`src/rtl/mips_pkg.sv`:
```
// Shared store-path definitions: access size encodings, the store-merge state type
// and the alignment rule used when STORE_MERGE_ALIGN_CHK_EN is defined.
package mips_pkg;

    localparam logic [1:0] SZ_WORD = 2'b00;
    localparam logic [1:0] SZ_HALF = 2'b01;
    localparam logic [1:0] SZ_BYTE = 2'b10;
    localparam logic [1:0] SZ_RSVD = 2'b11;

    typedef enum logic [2:0] {
        IDLE  = 3'd0,
        RD    = 3'd1,
        WAIT  = 3'd2,
        MERGE = 3'd3,
        DONE  = 3'd4
    } store_merge_state_t;

    // Reserved size has no legal alignment; bytes are always aligned.
    function automatic logic isMisaligned(input logic [1:0] size, input logic [1:0] byteOff);
        case (size)
            SZ_WORD: return byteOff != 2'b00;
            SZ_HALF: return byteOff[0];
            SZ_BYTE: return 1'b0;
            default: return 1'b1;
        endcase
    endfunction

endpackage

```
`src/rtl/lane_merge.sv`:
```
// Combinational lane insert: drops the low byte/halfword of newData into the
// addressed little-endian lane of oldWord. Word/reserved sizes return newData.
module lane_merge
    import mips_pkg::*;
(
    input  logic [31:0] oldWord,
    input  logic [31:0] newData,
    input  logic [1:0]  size,
    input  logic [1:0]  byteOff,
    output logic [31:0] merged
);

    always_comb begin
        merged = oldWord;
        case (size)
            SZ_BYTE: merged[{byteOff, 3'b000} +: 8]   = newData[7:0];
            SZ_HALF: merged[{byteOff[1], 4'b0000} +: 16] = newData[15:0];
            default: merged = newData;
        endcase
    end

endmodule

```
`src/rtl/store_merge.sv`:
```
// Merged store-word generator: word stores pass B through, sub-word stores do a
// read-modify-write of the memory word. STORE_MERGE_ALIGN_CHK_EN enables the err pulse.
module store_merge
    import mips_pkg::*;
#(
    parameter int DATA_W  = 32,
    parameter int MEM_LAT = 1
) (
    input  logic              clk,
    input  logic              reset,
    input  logic              start,
    input  logic [1:0]        size,
    input  logic [1:0]        byte_off,
    input  logic [DATA_W-1:0] b_data,
    input  logic [DATA_W-1:0] mem_rdata,
    output logic              mem_rd,
    output logic              busy,
    output logic [DATA_W-1:0] wc_data,
    output logic              wc_valid,
    output logic              err
);

    // Handshake: start is sampled only while busy==0 (IDLE or DONE) and is dropped
    // otherwise; each accepted request ends in exactly one DONE cycle carrying a
    // wc_valid pulse (or an err pulse), and busy is low there so a new start may follow.

    store_merge_state_t state;
    logic [1:0]         sizeQ;
    logic [1:0]         offQ;
    logic [DATA_W-1:0]  bQ;
    logic [DATA_W-1:0]  mergedWord;
    logic [1:0]         waitCnt;
    logic               misaligned;
    logic               isSubWord;

    assign isSubWord = (size == SZ_BYTE) || (size == SZ_HALF);

`ifdef STORE_MERGE_ALIGN_CHK_EN
    logic errQ;
    assign misaligned = isMisaligned(size, byte_off);
    assign err        = errQ;
`else
    assign misaligned = 1'b0;
    assign err        = 1'b0;
`endif

    lane_merge uLaneMerge (
        .oldWord (mem_rdata),
        .newData (bQ),
        .size    (sizeQ),
        .byteOff (offQ),
        .merged  (mergedWord)
    );

    always_ff @(posedge clk) begin
        if (!reset) begin
            state    <= IDLE;
            mem_rd   <= 1'b0;
            busy     <= 1'b0;
            wc_valid <= 1'b0;
            wc_data  <= '0;
            sizeQ    <= SZ_WORD;
            offQ     <= 2'b00;
            bQ       <= '0;
            waitCnt  <= 2'd0;
`ifdef STORE_MERGE_ALIGN_CHK_EN
            errQ     <= 1'b0;
`endif
        end else begin
            mem_rd   <= 1'b0;
            wc_valid <= 1'b0;
`ifdef STORE_MERGE_ALIGN_CHK_EN
            errQ     <= 1'b0;
`endif
            case (state)
                IDLE, DONE: begin
                    busy <= 1'b0;
                    if (start) begin
                        sizeQ <= size;
                        offQ  <= byte_off;
                        bQ    <= b_data;
                        if (misaligned) begin
                            state <= DONE;
`ifdef STORE_MERGE_ALIGN_CHK_EN
                            errQ  <= 1'b1;
`endif
                        end else if (isSubWord) begin
                            state  <= RD;
                            mem_rd <= 1'b1;
                            busy   <= 1'b1;
                        end else begin
                            state    <= DONE;
                            wc_data  <= b_data;
                            wc_valid <= 1'b1;
                        end
                    end else begin
                        state <= IDLE;
                    end
                end
                RD: begin
                    if (MEM_LAT == 1) begin
                        state <= MERGE;
                    end else begin
                        state   <= WAIT;
                        waitCnt <= 2'(MEM_LAT - 2);
                    end
                end
                // Holds MEM_LAT-1 cycles so MERGE lands on the cycle read data is valid.
                WAIT: begin
                    if (waitCnt == 2'd0) state <= MERGE;
                    else                 waitCnt <= waitCnt - 2'd1;
                end
                MERGE: begin
                    wc_data  <= mergedWord;
                    wc_valid <= 1'b1;
                    busy     <= 1'b0;
                    state    <= DONE;
                end
                default: state <= IDLE;
            endcase
        end
    end

endmodule

```
`config.mk`:
```
export PLATFORM = sky130hd
export DESIGN_NAME = store_merge
export DESIGN_NICKNAME = d
export VERILOG_FILES = /design/src/rtl/mips_pkg.sv /design/src/rtl/lane_merge.sv /design/src/rtl/store_merge.sv
export SDC_FILE = /design/constraint.sdc
export NUM_CORES = 1
export LEC_CHECK = 0
export ABC_AREA = 1
export CORE_MARGIN = 2
export CORE_UTILIZATION = 32
export DETAILED_ROUTE_END_ITERATION = 6
export GPL_TIMING_DRIVEN = 0
export PLACE_DENSITY = 0.62
export SYNTH_ARGS = -nofsm -noshare
export SYNTH_HDL_FRONTEND = slang
export SYNTH_SLANG_ARGS = --single-unit
```
`constraint.sdc`:
```
create_clock -name clk -period 5 [get_ports clk]
set_input_delay 1.25 -clock clk [delete_from_list [all_inputs] [get_ports clk]]
set_output_delay 1.25 -clock clk [all_outputs]
set_load 0.05 [all_outputs]
```
# Yosys cells after proc, flatten, opt, wreduce, memory -nomap -nowiden
# Index checks and enable logic that the tools add are counted.
[totals]
regBits = 76
inputBits = 71
out_inout_bits = 36
[op_classes]
n_addsub = 3
eq_ne = 11
shifts = 4
n_mux = 16
bitwise = 1
reduce_logical = 9
[op_table]
columns = ["op", "n"]
rows = [
  ["one-hot mux 32 bit (2 select lines)", 2],
  ["bitwise mux 32 bit", 2],
  ["2-to-1 mux 32 bit", 2],
  ["variable shift 16 x 7 -> 32 bit, first input constant", 1],
  ["variable shift 8 x 7 -> 32 bit, first input constant", 1],
  ["variable part select 16 x 7 -> 32 bit", 1],
  ["variable part select 8 x 7 -> 32 bit", 1],
  ["negator 5 -> 7 bit", 2],
  ["one-hot mux 3 bit (4 select lines)", 1],
  ["2-to-1 mux 3 bit", 3],
  ["equality test 3 x 2 -> 1 bit, second input constant", 2],
  ["!= test 2 bit, second input constant", 3],
  ["AND reduction 2 bit", 3],
  ["equality test 2 x 1 -> 1 bit, second input constant", 2],
  ["equality test 2 bit, second input constant", 2],
  ["2-to-1 mux 1 bit", 4],
  ["one-hot mux 1 bit (2 select lines)", 2],
  ["equality test 3 x 1 -> 1 bit, second input constant", 1],
  ["equality test 3 bit, second input constant", 1],
  ["logical NOT 3 bit", 1],
  ["AND reduction 3 bit", 1],
  ["logical NOT 2 bit", 1],
  ["nonzero test 2 bit", 1],
  ["OR reduction 2 bit", 1],
  ["3 further kinds", 3],
]

# Depth between registers and ports, before layout
# Gate-level depths: netlist (run 1).
[logic_depth]
word_depth = 5
mapped_depth = 12
depth_no_buf = 11

# By module
# Synthesis (run 1) repeated with hierarchy kept, for this count alone.
[hier_totals]
hier_cells = 830
hier_area_um2 = 4944.7
[by_module_without_submodules]
columns = ["module", "n_inst", "cells_each", "area_each_um2", "seq_area_each_um2"]
rows = [
  ["store_merge", 1, 522, 3550.9, 1521.5],
  ["lane_merge", 1, 308, 1393.8, 0.0],
]

# Worst setup path after synthesis (run 1)
# Ideal clock, no wire load.
[synth_timing]
kind = "input -> register"
startpoint = "in size[0]"
endpoint = "reg wc_data[8]"
setup_time_ps = 118
arrival_time_ps = 1997
t_required_ps = 4882
path_slack_ps = 2885
cell_stages = 7
path_buffers = 1
path_cell_list = "xnor2_1 nand2_4 buf_6 o21ai_0 inv_1 nand2_1 a21oi_1"
[synth_via]
elab_chain_len = 4
[synth_rtl]
columns = ["item", "line_no", "source"]
rows = [
  ["start: declaration", "store_merge.sv:12", "input logic [1:0] size,"],
  ["equality test 2 bit / equality test 2 x 1 -> 1 bit (equally long branches)", "store_merge.sv:36", "assign isSubWord = (size == SZ_BYTE) || (size == SZ_HALF);"],
  ["logical OR 1 bit (*)", "store_merge.sv:36", ""],
  ["!= test 2 bit (no source line) (*)", "-", ""],
  ["AND reduction 3 bit (no source line) (*)", "-", ""],
  ["end signal: assignment", "store_merge.sv:93", "wc_data <= b_data;"],
  ["end signal: assignment", "store_merge.sv:114", "wc_data <= mergedWord;"],
  ["end: declaration", "store_merge.sv:18", "output logic [DATA_W-1:0] wc_data,"],
]
# Every way passes the cells marked *; elsewhere a longest branch is shown, timed or not.
# A chain may end at the register's enable or synchronous reset.

# Worst setup path after layout (run 1)
[layout_timing]
startpoint = "reg wc_data[0]"
endpoint = "out wc_data[0]"
# No word-level cell between the ends.

==> flow_summary.ini, run 1 <==
[floorplan]
die_area_mm2 = 0.0146
coreArea_mm2 = 0.0133
die_w_um = 121
die_h_um = 121
io_pins = 107
initial_utilization_pct = 32.8
row_count = 42

[clocking]
path_clk_slew_ns = 0.06
clock_sink_count = 76
clock_path_buffers = 2
cts-root-buf = clkbuf_16
post_cts_buffers = 0
cts_tree = yes
htree_levels = 3
holdBufCountCts = 0
cts_buffers = 9
cts_resized = 0
clk_latency_ns = 0.34

[routing]
antenna_left = 0
wire_per_inst_um = 14.6
wirelength_um = 14900
drc = 0
vias_per_cell = 4.73
drtIter0Drc = 425
vias = 4821
drt-pass1-iter-count = 4

[setup_path]
cp.arrival_ns = 1.51
crit_chain = clkdlybuf4s50_1
critical_path_class = reg -> out
r2r_cells = 11
crit_path_max_fanout = 2
end_kind = primary output
cpPeakStageDelay_ns = 0.81
critPathSlowestCell = clkdlybuf4s50_1
cp_data_required_time_ns = 3.75
reg2reg_from = offQ[0]
critPathLaunchType = flop
path_buf_inv = 1
reg2reg_slack_ns = 2.91
crit_family = buffers and inverters
cp-startpoint = wc_data[0]
reg2reg_to = wc_data[27]

[synth]
synth_async_sr_flop_share_pct = 0
syn_area_mm2 = 0.00437
synthCells = 724
synth_fp_nets = 803
yosysSeqAreaShare_pct = 34.8
syn_area_per_cell_um2 = 6.03
synth-edff-count = 0
yosysUniqueCellTypes = 27
yosys_warnings = 0
ys_ff_latch = 76
synthFlopType = dfxtp_1

[hold_path]
worst_hold_path.endpoint = bQ[16]
min_path_type = reg -> reg
holdPathStages = 2
hp-start = bQ[16]

[cells_and_area]
nets = 918
antenna_cells = 0
final_common_cell = nand2_1
synthToLayoutAreaGrowth_pct = 35.1
drive_gt1_share_pct = 6.40
layout_common_cells = 243 x nand2_1, 121 x nor2_1, 104 x clkdlybuf4s50_1
final_cells = 1020

[global_route]
grt_pass1_vias = 4478
grt_pass1_wl_um = 23400
grt_max_degree = 14
grt_overflow = 0
antenna_found_initial = 0
grt_usage_pct = 20.7

[placed_design]
post-place-ws_ns = 2.14
dp_cells = 1004
dp_hpwl_um = 11300
port_buffers = 104
gp_congestion = 0.915

[sta]
rsz0062_at_grt = false
setup_viol = 0
min_period_ns = 2.76
slew_violations = 0
fin_skew_ns = 0.00491
tightestPinTransition_ns = 0.651
tns_ns = 0
hold_viol = 0
slew_headroom_pct = 56.6
fmax_mhz = 363
period_share_pct = 55.2
worst_slack_ns = 2.24

[power]
ir_drop_mv = 0.153
power_density_mw_per_mm2 = 367
leakagePower_nw = 2.59

[run]
drv_cap = 0

[run_status]
outcome = finished, final reports clean
## cell usage after synthesis (all sizes together), types with 3 or more instances
cell type | n | area, µm²
nand3 | 31 | 165
clkbuf | 11 | 41.3
clkinv | 3 | 11.3
nand2 | 246 | 941
inv | 56 | 210
o21ai | 86 | 434
nor2 | 124 | 488
ha | 8 | 100
dfxtp | 76 | 1520
buf | 25 | 151
a21oi | 52 | 260
## stage by stage
stage                     total power [mW]  utilization, %  cell area (µm²)  hold WS (ns)
after floorplan                       1.28               -             4370         0.451
after global placement                1.56            42.3             5630         0.464
after detailed placement              1.56            42.3             5630         0.473
after CTS                             2.17            44.4             5900         0.482
after global routing                  2.28            44.4             5900         0.508
final                                 2.17            44.4             5900         0.483
## how the worst max path moves through the flow
stage | to | slack (ns) | cells past startpoint
floorplan | wc_data[8] | 2.89 | 7
global placement | wc_data[0] | 2.11 | 8
detailed placement | wc_data[0] | 2.14 | 8
CTS | wc_data[0] | 2.23 | 1
global route | wc_data[0] | 2.20 | 1
finish | wc_data[0] | 2.24 | 1
## report_power, final
part / switching [mW] / total (mW) / internal, mW / leakage (nW)
Clock: 0.271 / 0.608 / 0.337 / 0.118
Sequential: 0.0569 / 0.750 / 0.693 / 0.627
Combinational: 0.536 / 0.808 / 0.272 / 1.85
## state kept, by name, summed over array words and instances, names as in the netlist
register	cells
wc_data	32
bQ	32
mem_rd	1
wc_valid	1
waitCnt	2
busy	1
state	3
offQ	2
sizeQ	2
## per-layer routing
layer	GRT usage, %	share of wire [%]	up-vias
met5	0	0	-
met4	6.47	1.6	0
met3	3.63	5.1	17
met2	34.4	46	138
met1	27.3	47	2167
li1	-	-	2499
## layout make-up
type / count / area, µm²
Buffer: 36 / 193
Sequential cell: 76 / 1520
Multi-Input combinational cell: 553 / 2430
Tap cell: 176 / 220
Fill cell: 1455 / 7400
Timing Repair Buffer: 104 / 1040
Clock inverter: 5 / 38.8
Clock buffer: 11 / 233
Inverter: 59 / 221
## worst reg2reg max path: cells and delay by family (launching register included)
kind,cells,cell delay [ns]
DFF,1,0.46
AOI/OAI and AO/OA,1,0.12
and+or+nand+nor,7,0.84
buffers and inverters,2,0.27
adders and majority gates,1,0.34
## cell families after synthesis
group / after synthesis / share of synthesized area [%]
AND/OR/NAND/NOR: 402 / 36.6
AO/OA/AOI/OAI: 140 / 16.2
buffers and inverters: 95 / 9.48
flip-flops: 76 / 34.8
adder cells (fa/ha/maj): 8 / 2.29
XOR/XNOR: 2 / 0.401
other: 1 / 0.0859
Power figures use the tool's default switching activity.
==> run 2, diff against run 1 <==
PLACE_DENSITY = 0.64   (was 0.62)
clock period = 2.33 ns   (was 5 ns; I/O delays follow)
==> flow_summary.ini, run 2 (synthesis results as in run 1) <==
[power]
switching_share_pct = 38.0
ir_drop_mv = 0.402
totalPowerFinal_mw = 4.81
combPwrFrac_pct = 36.0
internal-power_mw = 2.99
power_density_mw_per_mm2 = 811
power_frac_clock_pct = 30.6
p_sw_mw = 1.83
seqPwrFrac_pct = 33.4
leakagePower_nw = 2.62

[sta]
worst_slack_ns = 0.229
hold_viol = 0
slew_violations = 0
whs_ns = 0.481
setup_viol = 0
fin_skew_ns = 0.00563
fmax_mhz = 476
tightestPinTransition_ns = 0.594
rsz0062_at_grt = false
tns_ns = 0
slew_headroom_pct = 60.4
period_share_pct = 90.2
min_period_ns = 2.10

[clocking]
htree_levels = 3
clk_latency_ns = 0.34
path_clk_slew_ns = 0.06
clock_sink_count = 76
cts-root-buf = clkbuf_16
post_cts_buffers = 0
clock_path_buffers = 2
cts_tree = yes
cts_buffers = 9

[placed_design]
dp_cells = 1004
port_buffers = 104
post-place-ws_ns = 0.130
dpl-instance-area_mm2 = 0.00563
dp_hpwl_um = 11100
gp_congestion = 0.918

[floorplan]
die_h_um = 121
initial_utilization_pct = 32.8
coreArea_mm2 = 0.0133
die_w_um = 121
io_pins = 107
die_area_mm2 = 0.0146
row_count = 42

[cells_and_area]
antenna_cells = 0
drive_gt1_share_pct = 6.52
top_regs = bQ (32), wc_data (32), state (3)
layout_common_cells = 243 x nand2_1, 119 x nor2_1, 104 x clkdlybuf4s50_1
final_common_cell = nand2_1
synthToLayoutAreaGrowth_pct = 36.0
fin_area_mm2 = 0.00594
final_util_pct = 44.7
nets = 918
final_cells = 1019

[setup_path]
crit_path_max_fanout = 2
reg2reg_from = offQ[0]
reg2reg_slack_ns = 0.25
cp_data_required_time_ns = 1.75
crit_chain = clkdlybuf4s50_1
critPathLaunchType = flop
critical_path_class = reg -> out
r2r_cells = 12
crit_family = buffers and inverters
critPathSlowestCell = clkdlybuf4s50_1
cp.arrival_ns = 1.52
end_kind = primary output
reg2reg_to = wc_data[31]
cpPeakStageDelay_ns = 0.82
path_buf_inv = 1

[routing]
antenna_left = 0
vias = 4818
wire_per_inst_um = 14.6
wirelength_um = 14900
drc = 0
drt-pass1-iter-count = 6
vias_per_cell = 4.73
drtIter0Drc = 424

[global_route]
grt_overflow = 0
grt_usage_pct = 21.1
grt_pass1_wl_um = 23700
grt_pass1_vias = 4615
grt_max_degree = 13
antenna_found_initial = 0

[run]
drv_cap = 0

[run_status]
outcome = finished, final reports clean

[hold_path]
min_path_type = reg -> reg
worst_hold_path.endpoint = bQ[17]
hp-start = bQ[17]
holdPathStages = 2
run 2: cell types whose count changed in the layout (fill, tap and decap cells not counted):
cell        before  now
clkbuf_8         0    3
bufinv_16        0    1
clkinvlp_4       4    0
nor2_1         121  119
nor2_2           0    2
clkinv_4         1    0
run 2: power groups by stage:
stage | clock (mW) | combinational [mW] | sequential [mW]
after global routing | 1.54 | 1.91 | 1.63
after global placement | 0 | 1.70 | 1.64
final | 1.47 | 1.73 | 1.61
after floorplan | 0 | 0.853 | 1.89
after CTS | 1.49 | 1.72 | 1.61
after detailed placement | 0 | 1.71 | 1.63
run 2: worst max path at each step:
| stage | slack (ns) | endpoint | from | cells after the start |
|---|---|---|---|---|
| 3_3_place_gp | 0.12 | wc_data[0] | size[0] | 8 |
| 5_1_grt | 0.1 | wc_data[31] | offQ[0] | 12 |
| 3_5_place_dp | 0.13 | wc_data[20] | size[0] | 6 |
| 6_report | 0.23 | wc_data[23] | wc_data[23] | 1 |
| 4_1_cts | 0.22 | wc_data[0] | wc_data[0] | 1 |
| 2_1_floorplan | 0.62 | wc_data[28] | offQ[0] | 11 |
run 2: metal layers:
metal  part of all wire (%)  global-route usage, %  wire, µm
met5                      0                      0         0
met4                    1.6                   6.54       240
met3                    5.8                   3.73       860
met2                     45                   34.9      6740
met1                     47                   27.9      7070
run 2: what timing repair did:
action                     in CTS  in global routing
setup endpoints to repair       0                  3
hold buffers                    0                  0
resized for setup               0                  2
run 2: final cells by class:
cell class | instances | area [µm²]
Timing Repair Buffer | 104 | 1040
Sequential cell | 76 | 1520
Multi-Input combinational cell | 553 | 2440
Buffer | 36 | 193
Fill cell | 1437 | 7360
Tap cell | 176 | 220
Clock inverter | 1 | 30.0
Clock buffer | 14 | 274
Inverter | 59 | 221
